$ cat src/rtl/fetch_stage_pkg.sv
`default_nettype none
// ============================================================================
// Module  : fetch_stage_pkg
// Purpose : Shared types, constants and PC helpers for the fetch stage.
// Revision: 1.0 - initial release
// ============================================================================
package fetch_stage_pkg;

    localparam logic        RST_ENABLED        = 1'b0;
    localparam logic [31:0] RESET_PC_DEFAULT   = 32'h0040_0000;
    localparam logic [31:0] EXC_VECTOR_DEFAULT = 32'h0040_0004;
    localparam logic [31:0] NOP_INSTR          = 32'h0000_0000;

    typedef enum logic [1:0] {
        ST_FETCH = 2'd0,
        ST_WAIT  = 2'd1,
        ST_DRAIN = 2'd2,
        ST_HOLD  = 2'd3
    } fetch_state_e;

    function automatic logic [31:0] pc_plus4(input logic [31:0] pc);
        return pc + 32'd4;
    endfunction

    function automatic logic [31:0] word_align(input logic [31:0] addr);
        return addr & ~32'd3;
    endfunction

endpackage
`default_nettype wire

$ cat src/rtl/fetch_stage_if.sv
`default_nettype none
// ============================================================================
// Module  : fetch_stage_if
// Purpose : Instruction-memory request/ready handshake bundle.
// Revision: 1.0 - initial release
// ============================================================================
interface fetch_stage_if;
    logic        imem_req;
    logic [31:0] imem_addr;
    logic        imem_ready;
    logic [31:0] imem_rdata;

    modport master (output imem_req, output imem_addr, input imem_ready, input imem_rdata);
    modport slave  (input imem_req, input imem_addr, output imem_ready, output imem_rdata);
endinterface
`default_nettype wire

$ cat src/rtl/fetch_stage_if_id_reg.sv
`default_nettype none
// ============================================================================
// Module  : if_id_reg
// Purpose : IF/ID pipeline register; flush beats load beats hold.
// Revision: 1.0 - initial release
// ============================================================================
module if_id_reg
    import fetch_stage_pkg::*;
(
    input  wire         clk,
    input  wire         rst,
    input  wire         load,
    input  wire         flush,
    input  wire  [31:0] load_instr,
    input  wire  [31:0] load_pc,
    output logic        id_valid,
    output logic [31:0] id_instr,
    output logic [31:0] id_pc,
    output logic [31:0] id_pc_plus4
);

    logic        valid_q,    valid_d;
    logic [31:0] instr_q,    instr_d;
    logic [31:0] pc_q,       pc_d;
    logic [31:0] pc_plus4_q, pc_plus4_d;

    always_comb begin
        valid_d    = valid_q;
        instr_d    = instr_q;
        pc_d       = pc_q;
        pc_plus4_d = pc_plus4_q;
        if (flush) begin
            valid_d = 1'b0;
            instr_d = NOP_INSTR;
        end else if (load) begin
            valid_d    = 1'b1;
            instr_d    = load_instr;
            pc_d       = load_pc;
            pc_plus4_d = pc_plus4(load_pc);
        end
    end

    always_ff @(posedge clk) begin
        if (rst == RST_ENABLED) begin
            valid_q    <= 1'b0;
            instr_q    <= NOP_INSTR;
            pc_q       <= 32'h0;
            pc_plus4_q <= 32'h0;
        end else begin
            valid_q    <= valid_d;
            instr_q    <= instr_d;
            pc_q       <= pc_d;
            pc_plus4_q <= pc_plus4_d;
        end
    end

    assign id_valid    = valid_q;
    assign id_instr    = instr_q;
    assign id_pc       = pc_q;
    assign id_pc_plus4 = pc_plus4_q;

endmodule
`default_nettype wire

$ cat src/rtl/fetch_stage.sv
`default_nettype none
// ============================================================================
// Module  : fetch_stage
// Purpose : MIPS IF stage: PC, imem handshake FSM, skid buffer, IF/ID register.
// Revision: 1.0 - initial release
// ============================================================================
module fetch_stage
    import fetch_stage_pkg::*;
#(
    parameter logic [31:0] RESET_PC   = RESET_PC_DEFAULT,
    parameter logic [31:0] EXC_VECTOR = EXC_VECTOR_DEFAULT
) (
    input  wire                  clk,
    input  wire                  rst,
    input  wire                  stall,
    input  wire                  is_branch,
    input  wire  [31:0]          branch_target,
    input  wire                  exception,
    fetch_stage_if.master        imem,
    output logic [31:0]          pc_out,
    output logic                 id_valid,
    output logic [31:0]          id_instr,
    output logic [31:0]          id_pc,
    output logic [31:0]          id_pc_plus4
);

    fetch_state_e state_q, state_d;
    logic [31:0]  pc_q, pc_d;
    logic [31:0]  redirect_pc_q, redirect_pc_d;
    logic [31:0]  skid_instr_q, skid_instr_d;
    logic [31:0]  skid_pc_q, skid_pc_d;

    logic         redirect;
    logic [31:0]  redirect_target;
    logic         req;
    logic         ifid_load;
    logic         ifid_flush;
    logic [31:0]  ifid_instr;
    logic [31:0]  ifid_pc;

    // A stalled branch is still sitting in ID, so only exceptions redirect under stall.
    assign redirect        = exception | (is_branch & ~stall);
    assign redirect_target = exception ? EXC_VECTOR : word_align(branch_target);

    always_comb begin
        state_d       = state_q;
        pc_d          = pc_q;
        redirect_pc_d = redirect_pc_q;
        skid_instr_d  = skid_instr_q;
        skid_pc_d     = skid_pc_q;
        req           = 1'b0;
        ifid_load     = 1'b0;
        ifid_flush    = 1'b0;
        ifid_instr    = imem.imem_rdata;
        ifid_pc       = pc_q;

        if (redirect) begin
            skid_instr_d = NOP_INSTR;
            skid_pc_d    = 32'h0;
        end

        case (state_q)
            ST_FETCH: begin
                if (redirect) begin
                    pc_d       = redirect_target;
                    ifid_flush = 1'b1;
                end else if (!stall) begin
                    req = 1'b1;
                    if (imem.imem_ready) begin
                        ifid_load = 1'b1;
                        pc_d      = pc_plus4(pc_q);
                    end else begin
                        state_d    = ST_WAIT;
                        ifid_flush = 1'b1;
                    end
                end
            end
            ST_WAIT: begin
                req = 1'b1;
                if (redirect) begin
                    redirect_pc_d = redirect_target;
                    state_d       = ST_DRAIN;
                    ifid_flush    = 1'b1;
                end else if (imem.imem_ready) begin
                    pc_d = pc_plus4(pc_q);
                    if (!stall) begin
                        ifid_load = 1'b1;
                        state_d   = ST_FETCH;
                    end else begin
                        skid_instr_d = imem.imem_rdata;
                        skid_pc_d    = pc_q;
                        state_d      = ST_HOLD;
                    end
                end else if (!stall) begin
                    ifid_flush = 1'b1;
                end
            end
            ST_DRAIN: begin
                // The in-flight word is wrong-path; only an exception may retarget.
                req        = 1'b1;
                ifid_flush = 1'b1;
                if (exception) begin
                    redirect_pc_d = EXC_VECTOR;
                end
                if (imem.imem_ready) begin
                    pc_d    = exception ? EXC_VECTOR : redirect_pc_q;
                    state_d = ST_FETCH;
                end
            end
            ST_HOLD: begin
                if (redirect) begin
                    pc_d       = redirect_target;
                    ifid_flush = 1'b1;
                    state_d    = ST_FETCH;
                end else if (!stall) begin
                    ifid_load    = 1'b1;
                    ifid_instr   = skid_instr_q;
                    ifid_pc      = skid_pc_q;
                    skid_instr_d = NOP_INSTR;
                    skid_pc_d    = 32'h0;
                    state_d      = ST_FETCH;
                end
            end
            default: begin
                state_d = ST_FETCH;
            end
        endcase
    end

    always_ff @(posedge clk) begin
        if (rst == RST_ENABLED) begin
            state_q       <= ST_FETCH;
            pc_q          <= RESET_PC;
            redirect_pc_q <= RESET_PC;
            skid_instr_q  <= NOP_INSTR;
            skid_pc_q     <= 32'h0;
        end else begin
            state_q       <= state_d;
            pc_q          <= pc_d;
            redirect_pc_q <= redirect_pc_d;
            skid_instr_q  <= skid_instr_d;
            skid_pc_q     <= skid_pc_d;
        end
    end

    assign imem.imem_req  = req & (rst != RST_ENABLED);
    assign imem.imem_addr = pc_q;
    assign pc_out         = pc_q;

    if_id_reg u_if_id_reg (
        .clk         (clk),
        .rst         (rst),
        .load        (ifid_load),
        .flush       (ifid_flush),
        .load_instr  (ifid_instr),
        .load_pc     (ifid_pc),
        .id_valid    (id_valid),
        .id_instr    (id_instr),
        .id_pc       (id_pc),
        .id_pc_plus4 (id_pc_plus4)
    );

endmodule
`default_nettype wire

$ cat src/flat_wrapper.sv
// flat-port wrapper written by rule: the top's interface ports become plain ports
module fetch_stage_flat import fetch_stage_pkg::*;
#(
    parameter logic [31:0] RESET_PC   = RESET_PC_DEFAULT,
    parameter logic [31:0] EXC_VECTOR = EXC_VECTOR_DEFAULT
)
  (clk, rst, stall, is_branch, branch_target, exception, pc_out, id_valid, id_instr, id_pc, id_pc_plus4, imem_imem_req, imem_imem_addr, imem_imem_ready, imem_imem_rdata);
  fetch_stage_if imem_i ();
  input  wire clk;
  input  wire rst;
  input  wire stall;
  input  wire is_branch;
  input  wire  [31:0] branch_target;
  input  wire exception;
  output logic [31:0] pc_out;
  output logic id_valid;
  output logic [31:0] id_instr;
  output logic [31:0] id_pc;
  output logic [31:0] id_pc_plus4;
  output wire logic [$bits(imem_i.imem_req)-1:0] imem_imem_req;
  output wire logic [$bits(imem_i.imem_addr)-1:0] imem_imem_addr;
  input wire logic [$bits(imem_i.imem_ready)-1:0] imem_imem_ready;
  input wire logic [$bits(imem_i.imem_rdata)-1:0] imem_imem_rdata;
  assign imem_imem_req = imem_i.imem_req;
  assign imem_imem_addr = imem_i.imem_addr;
  assign imem_i.imem_ready = imem_imem_ready;
  assign imem_i.imem_rdata = imem_imem_rdata;
  fetch_stage #(.RESET_PC(RESET_PC), .EXC_VECTOR(EXC_VECTOR)) u_core (.clk(clk), .rst(rst), .stall(stall), .is_branch(is_branch), .branch_target(branch_target), .exception(exception), .imem(imem_i), .pc_out(pc_out), .id_valid(id_valid), .id_instr(id_instr), .id_pc(id_pc), .id_pc_plus4(id_pc_plus4));
endmodule
$ cat config.mk
export PLATFORM = sky130hd
export DESIGN_NAME = fetch_stage_flat
export DESIGN_NICKNAME = d
export VERILOG_FILES = /design/src/rtl/fetch_stage_pkg.sv /design/src/rtl/fetch_stage_if.sv /design/src/rtl/fetch_stage_if_id_reg.sv /design/src/rtl/fetch_stage.sv /design/src/flat_wrapper.sv
export SDC_FILE = /design/constraint.sdc
export NUM_CORES = 1
export LEC_CHECK = 0
export ABC_CLOCK_PERIOD_IN_PS = 3700
export CAP_MARGIN = 10
export CORE_ASPECT_RATIO = 0.9
export CORE_MARGIN = 2
export CORE_UTILIZATION = 52
export DETAILED_ROUTE_END_ITERATION = 12
export GPL_ROUTABILITY_DRIVEN = 1
export HOLD_SLACK_MARGIN = 0.1
export PLACE_DENSITY_LB_ADDON = 0.08
export SLEW_MARGIN = 10
export SYNTH_ARGS = -nofsm -noshare
export SYNTH_HDL_FRONTEND = slang
export SYNTH_SLANG_ARGS = --single-unit
export TNS_END_PERCENT = 10
$ cat constraint.sdc
create_clock -name clk -period 3.7 [get_ports clk]
set_clock_uncertainty 0.15 [all_clocks]
set_input_delay 0.555 -clock clk [delete_from_list [all_inputs] [get_ports clk]]
set_output_delay 0.555 -clock clk [all_outputs]
set_load 0.02 [all_outputs]
# Yosys cells after proc, flatten, opt, wreduce, memory -nomap -nowiden
# Index checks and enable logic that the tools add are counted.
dict set report classes {
  add_sub_neg 2
  mul 0
  div 0
  order_cmp 0
  eq_ne 13
  n_shift 0
  mux 56
  bitwise_logic 6
  n_reduce_logical 8
}
# op count
set op_table {}
lappend op_table {{32-bit two-way mux} 26}
lappend op_table {{32-bit one-hot mux with 2 select lines} 3}
lappend op_table {{32-bit one-hot mux with 4 select lines} 1}
lappend op_table {{32-bit by 3-bit adder with 32-bit output (second input constant)} 2}
lappend op_table {{2-bit two-way mux} 9}
lappend op_table {{1-bit two-way mux} 13}
lappend op_table {{2-bit inequality test (second input constant)} 5}
lappend op_table {{3-bit by 2-bit inequality test with 1-bit output (second input constant)} 3}
lappend op_table {{2-bit one-hot mux with 4 select lines} 1}
lappend op_table {{6-bit AND reduction} 1}
lappend op_table {{2-bit equality test (second input constant)} 2}
lappend op_table {{2-bit by 1-bit inequality test with 1-bit output (second input constant)} 2}
lappend op_table {{1-bit one-hot mux with 4 select lines} 1}
lappend op_table {{2-bit AND reduction} 2}
lappend op_table {{4-bit AND reduction} 1}
lappend op_table {{2-bit OR reduction} 2}
lappend op_table {{1-bit inverter} 3}
lappend op_table {{1-bit one-hot mux with 3 select lines} 1}
lappend op_table {{1-bit AND} 2}
lappend op_table {{2-bit by 1-bit equality test with 1-bit output (second input constant)} 1}
lappend op_table {{2-bit zero test} 1}
lappend op_table {{1-bit one-hot mux with 2 select lines} 1}
lappend op_table {{2-bit nonzero test} 1}
lappend op_table {{1-bit OR} 1}
dict set report word_totals {
  ff_bits 227
  latch_bits 0
  mem_bits_rw 0
  romBits 0
  in_bits 70
  wordCells 94
  n_memories 0
}

# Longest topological paths before layout
dict set report logic_depth {
  ltp_word 8
  mapped_depth 14
  depth_no_buf 10
}

# Cells and area by module
# Synthesis repeated with hierarchy kept, for this count alone.
dict set report hier_totals {
  hier_cells 1269
  hier_area_um2 10882.9
}
# module instances cells_each area_each_um2 seq_area_each_um2
set modules_own_cells {}
lappend modules_own_cells {fetch_stage 1 823 7011.7 2602.5}
lappend modules_own_cells {if_id_reg 1 446 3871.2 1901.8}

# Worst setup path before layout
# Ideal clock, no wire load.
dict set report synth_timing {
  path_type {input-to-reg}
  startpoint {in is_branch}
  endpoint {reg u_core.u_if_id_reg.pc_plus4_q[20] (netlist: u_core.u_if_id_reg.id_pc_plus4[20])}
  t_arrival_ps 3225
  required_time_ps 3455
  setup_slack_ps 230
  path_stages 13
  n_path_buf 4
  path_cell_list {buf_2 nor4b_2 buf_4 buf_4 buf_4 nand2_1 nand2_1 ha_1 nand3_1 nor4_1 o21ai_1 or4_1 o311ai_1}
}
dict set report synth_via {
  word_cells_on_any_way 15
  classes_between {add/sub: 1; mux: 10; bitwise: 3; reduce/logical: 1}
}
# item line
set synth_lines {}
lappend synth_lines {{start: declaration} flat_wrapper.sv:12} ;# input wire is_branch;
lappend synth_lines {{1-bit AND} fetch_stage.sv:42} ;# assign redirect = exception | (is_branch & ~stall);
lappend synth_lines {{1-bit OR} fetch_stage.sv:42}
lappend synth_lines {{32-bit two-way mux} fetch_stage.sv:111} ;# if (redirect) begin
lappend synth_lines {{32-bit two-way mux} fetch_stage.sv:62} ;# case (state_q)
lappend synth_lines {{net u_core.ifid_pc[2]} fetch_stage.sv:39} ;# logic [31:0] ifid_pc;
lappend synth_lines {{32-bit by 3-bit adder with 32-bit output} fetch_stage_pkg.sv:22} ;# return pc + 32'd4;
lappend synth_lines {{end signal: assignment} fetch_stage_if_id_reg.sv:53} ;# pc_plus4_q <= pc_plus4_d;
lappend synth_lines {{end: declaration} fetch_stage_if_id_reg.sv:25} ;# logic [31:0] pc_plus4_q, pc_plus4_d;
# The timed path passes the listed nets, and every way through them passes these cells.
# A chain may end at the register's enable or synchronous reset.

# Final worst setup path
dict set report layout_timing {
  startpoint {in exception}
  endpoint {out imem_imem_req}
}
dict set report layout_via {
  elab_chain_len 4
}
# item line
set layout_lines {}
lappend layout_lines {{start: declaration} flat_wrapper.sv:14} ;# input wire exception;
lappend layout_lines {{1-bit OR} fetch_stage.sv:42}
lappend layout_lines {{1-bit two-way mux} n/a}
lappend layout_lines {{1-bit one-hot mux with 2 select lines} fetch_stage.sv:62}
lappend layout_lines {{1-bit AND} fetch_stage.sv:146} ;# assign imem.imem_req = req & (rst != RST_ENABLED);
lappend layout_lines {{end: declaration} flat_wrapper.sv:20} ;# output wire logic [$bits(imem_i.imem_req)-1:0] imem_imem_req;
# Every way passes these cells.

==> metrics.csv <==
metric,value,unit
maxSlewViolCount,0,
drtAntennaViolNets,0,
async_flop_share,0,%
cp_top_family,buffers and inverters,
wirelength,35.1,mm
holdPathEnd,u_core.u_if_id_reg.id_pc[27]$_SDFFE_PN0P_,
initial_utilization,52.7,%
power.ir.vdd_worst,0.000284,V
period_needed,3.18,ns
hp-start,rst,
max-slew-margin-rel,44.7,%
grt_pass1_vias,9898,
clock_latency,0.52,ns
critical-path-max-stage-delay,0.64,ns
synthXorXnorAreaFrac,0.849,%
ys_types,82,
syn-num-nets,1505,
end_kind,output port,
cts_tree,done,
grt_pass1_wl,54.7,mm
critPathArrivalTime,2.48,ns
dr.pass1.iters,5,
cts_max_path_buffers,3,
switchingPower,2.22,mW
hold_buffers,0,
synth-compound-area-share,24.4,%
seqCellArea,0.00450,mm²
design_area,0.0145,mm²
rsz0062_at_grt,no,
post_cts_buffers,0,
die_w,160,µm
status,completed,
cp_max_fo,31,
max_freq,0.314,GHz
synth_area,0.0113,mm²
comb_power_share,25.0,%
clkPwrFrac,35.8,%
synthAdderAreaFrac,0.772,%
yosys_register_bits,225,
synthToLayoutAreaGrowth,27.4,%
core_area,0.0215,mm²
multi_input_area,0.00601,mm²
die_area,0.0230,mm²
crit_chain,clkdlybuf4s50_1 > buf_4 > nor3_1 > a21oi_1 > nor3_1 > clkdlybuf4s50_1,
antennaDiodeCount,0,
yosys.area_share.simple,23.9,%
power_frac_seq,39.2,%
dp_slack,0.179,ns
post_cts_resized,0,
antenna_found_initial,0,
fin_crit_sh,86.0,%
htreeDepth,1,
ys_warn_count,0,
num_rows,51,
synth-edff-count,0,
rr_startpoint,u_core.state_q[0]$_SDFFE_PN0P_,
grt_usage,29.0,%
power,6.93,mW
rr_worst_depth,11,
io_buffer_count,229,
grt_overflow,0,
setup_ws,0.517,ns
num-nets-final,1642,
yosys_most_used_dff,dfxtp_1,
drc,0,
synth_mux_area_share,2.70,%
nFillCells,1866,
drive_above_1_share,7.02,%
cts.sinks,225,
swShare,32.0,%
wl_per_cell,18.7,µm
p_int,4.71,mW
max_cap_violations,0,
dieHeight,144,µm
first_iter_violations,1239,
cts_buffers,24,
dp_hpwl,23.9,mm
hold_path_class,input port to flop,
gp_congestion,0.911,
required,2.99,ns
grt_max_degree,73,
mostFrequentLayoutCell,clkdlybuf4s50_1,
path_buf_inv,3,
crit_slowest_cell,clkdlybuf4s50_1,
p_leak,4.75,nW
fin_tns_setup,0,ns
final_cell_mix,"clkdlybuf4s50_1 (228), dfxtp_1 (225), nand2_1 (199), nor2_1 (172), a22oi_1 (88)",
hold_violations,0,
vias,11400,
ioPinCount,232,
p_per_area,479,mW/mm²
viasPerCell,6.07,
worst_pin_slew,0.825,ns
ys_seq_area_share,39.7,%
setup_viol_count_final,0,
synthCells,1428,
fin_util,67.2,%
path_class,input port to output port,
clk_pin_slew,0.06,ns
syn_avg_cell_area,7.94,µm²
rr_endpoint,u_core.u_if_id_reg.id_pc_plus4[20]$_SDFFE_PN0P_,
synth_top_family_by_area,compound AO/OA/AOI/OAI gates,
regToRegSetupSlack,0.62,ns
crit_path_start_kind,input port,
hold_depth,3,
dpl-instance-area,0.0136,mm²
cts-root-buf,clkbuf_16,
[power by group through the flow]
stage / Sequential, mW / Combinational, mW / Clock (mW)
2_1_floorplan: 2.77 / 1.04 / 0
3_3_place_gp: 2.77 / 1.68 / 0
3_5_place_dp: 2.77 / 1.69 / 0
6_report: 2.72 / 1.73 / 2.48
4_1_cts: 2.71 / 1.70 / 2.52
5_1_grt: 2.74 / 1.86 / 2.61
[registers in the layout (all words and copies together) (netlist names)]
| register | flops |
|---|---|
| u_core.imem.imem_addr | 32 |
| u_core.redirect_pc_q | 32 |
| u_core.skid_instr_q | 32 |
| u_core.skid_pc_q | 32 |
| u_core.u_if_id_reg.id_instr | 32 |
| u_core.u_if_id_reg.id_pc | 32 |
| u_core.u_if_id_reg.id_pc_plus4 | 30 |
| u_core.state_q | 2 |
| u_core.u_if_id_reg.id_valid | 1 |
[per-stage QoR]
step	cells	hold WS (ns)
CTS	1873	0.244
global placement	1830	0.292
detailed placement	1830	0.299
floorplan	1428	0.286
finish	1873	0.260
global route	1873	0.274
[per-layer routing]
layer	vias up	track usage [%]	part of all wire (%)
met5	-	0	0
met4	0	7.18	1.8
met3	51	4.19	8.1
met2	515	44.2	44
met1	5340	43.1	46
li1	5456	-	-
[worst register-to-register path, stage by stage, from the launching register on]
cell	delay, ns
dfxtp_1	0.38
ha_1	0.29
nor4b_4	0.45
nand2_1	0.14
nand2_1	0.09
ha_1	0.19
nand3_1	0.13
nor4_1	0.32
o21ai_1	0.12
buf_4	0.19
or4_1	0.47
o311ai_1	0.09
[worst max-delay path by stage]
stage	start	end	slack [ns]	cells past startpoint
6_report	exception	imem_imem_req	0.52	6
5_1_grt	exception	imem_imem_req	0.35	6
4_1_cts	exception	imem_imem_req	0.52	6
3_5_place_dp	stall	u_core.u_if_id_reg.id_pc_plus4[20]$_SDFFE_PN0P_	0.18	11
3_3_place_gp	stall	u_core.u_if_id_reg.id_pc_plus4[26]$_SDFFE_PN0P_	0.23	11
2_1_floorplan	is_branch	u_core.u_if_id_reg.id_pc_plus4[20]$_SDFFE_PN0P_	0.23	13
[cell families after synthesis]
family                     Yosys count
and+or+nand+nor                    583
AOI/OAI and AO/OA                  390
DFF                                225
buffers and inverters              183
muxes                               29
xor gates and xnor gates            11
adders and majority gates            7
[synthesized netlist by cell type, drive strengths merged (7+ instances only)]
master	n	area share (%)
dfxtp	225	40
nand2	199	6.6
nor2	173	5.7
clkbuf	101	3.4
a22oi	88	5.8
nand3	70	3.1
a21oi	67	3.0
buf	65	3.8
o21ai	55	2.5
a311oi	42	3.2
nor3	32	1.5
mux2i	26	2.4
a211oi	21	1.4
nor4	21	1.6
nand4	17	0.94
inv	15	0.50
nor2b	14	0.77
a31oi	11	0.61
o211ai	11	0.73
or3	11	0.61
o22ai	10	0.55
o311ai	10	0.77
o31ai	8	0.57
and3	7	0.39
and4	7	0.54
ha	7	0.77
nand2b	7	0.39
[cell type report]
cell class	instances	share of cell area, %
flip-flops and latches	225	31.2
inverters	17	0.459
clock inverters	8	0.684
well taps	291	2.52
clock buffers	35	5.00
repair buffers	277	18.6
multi-input cells	1020	41.6
No activity file was read; power rests on OpenSTA's default activity.
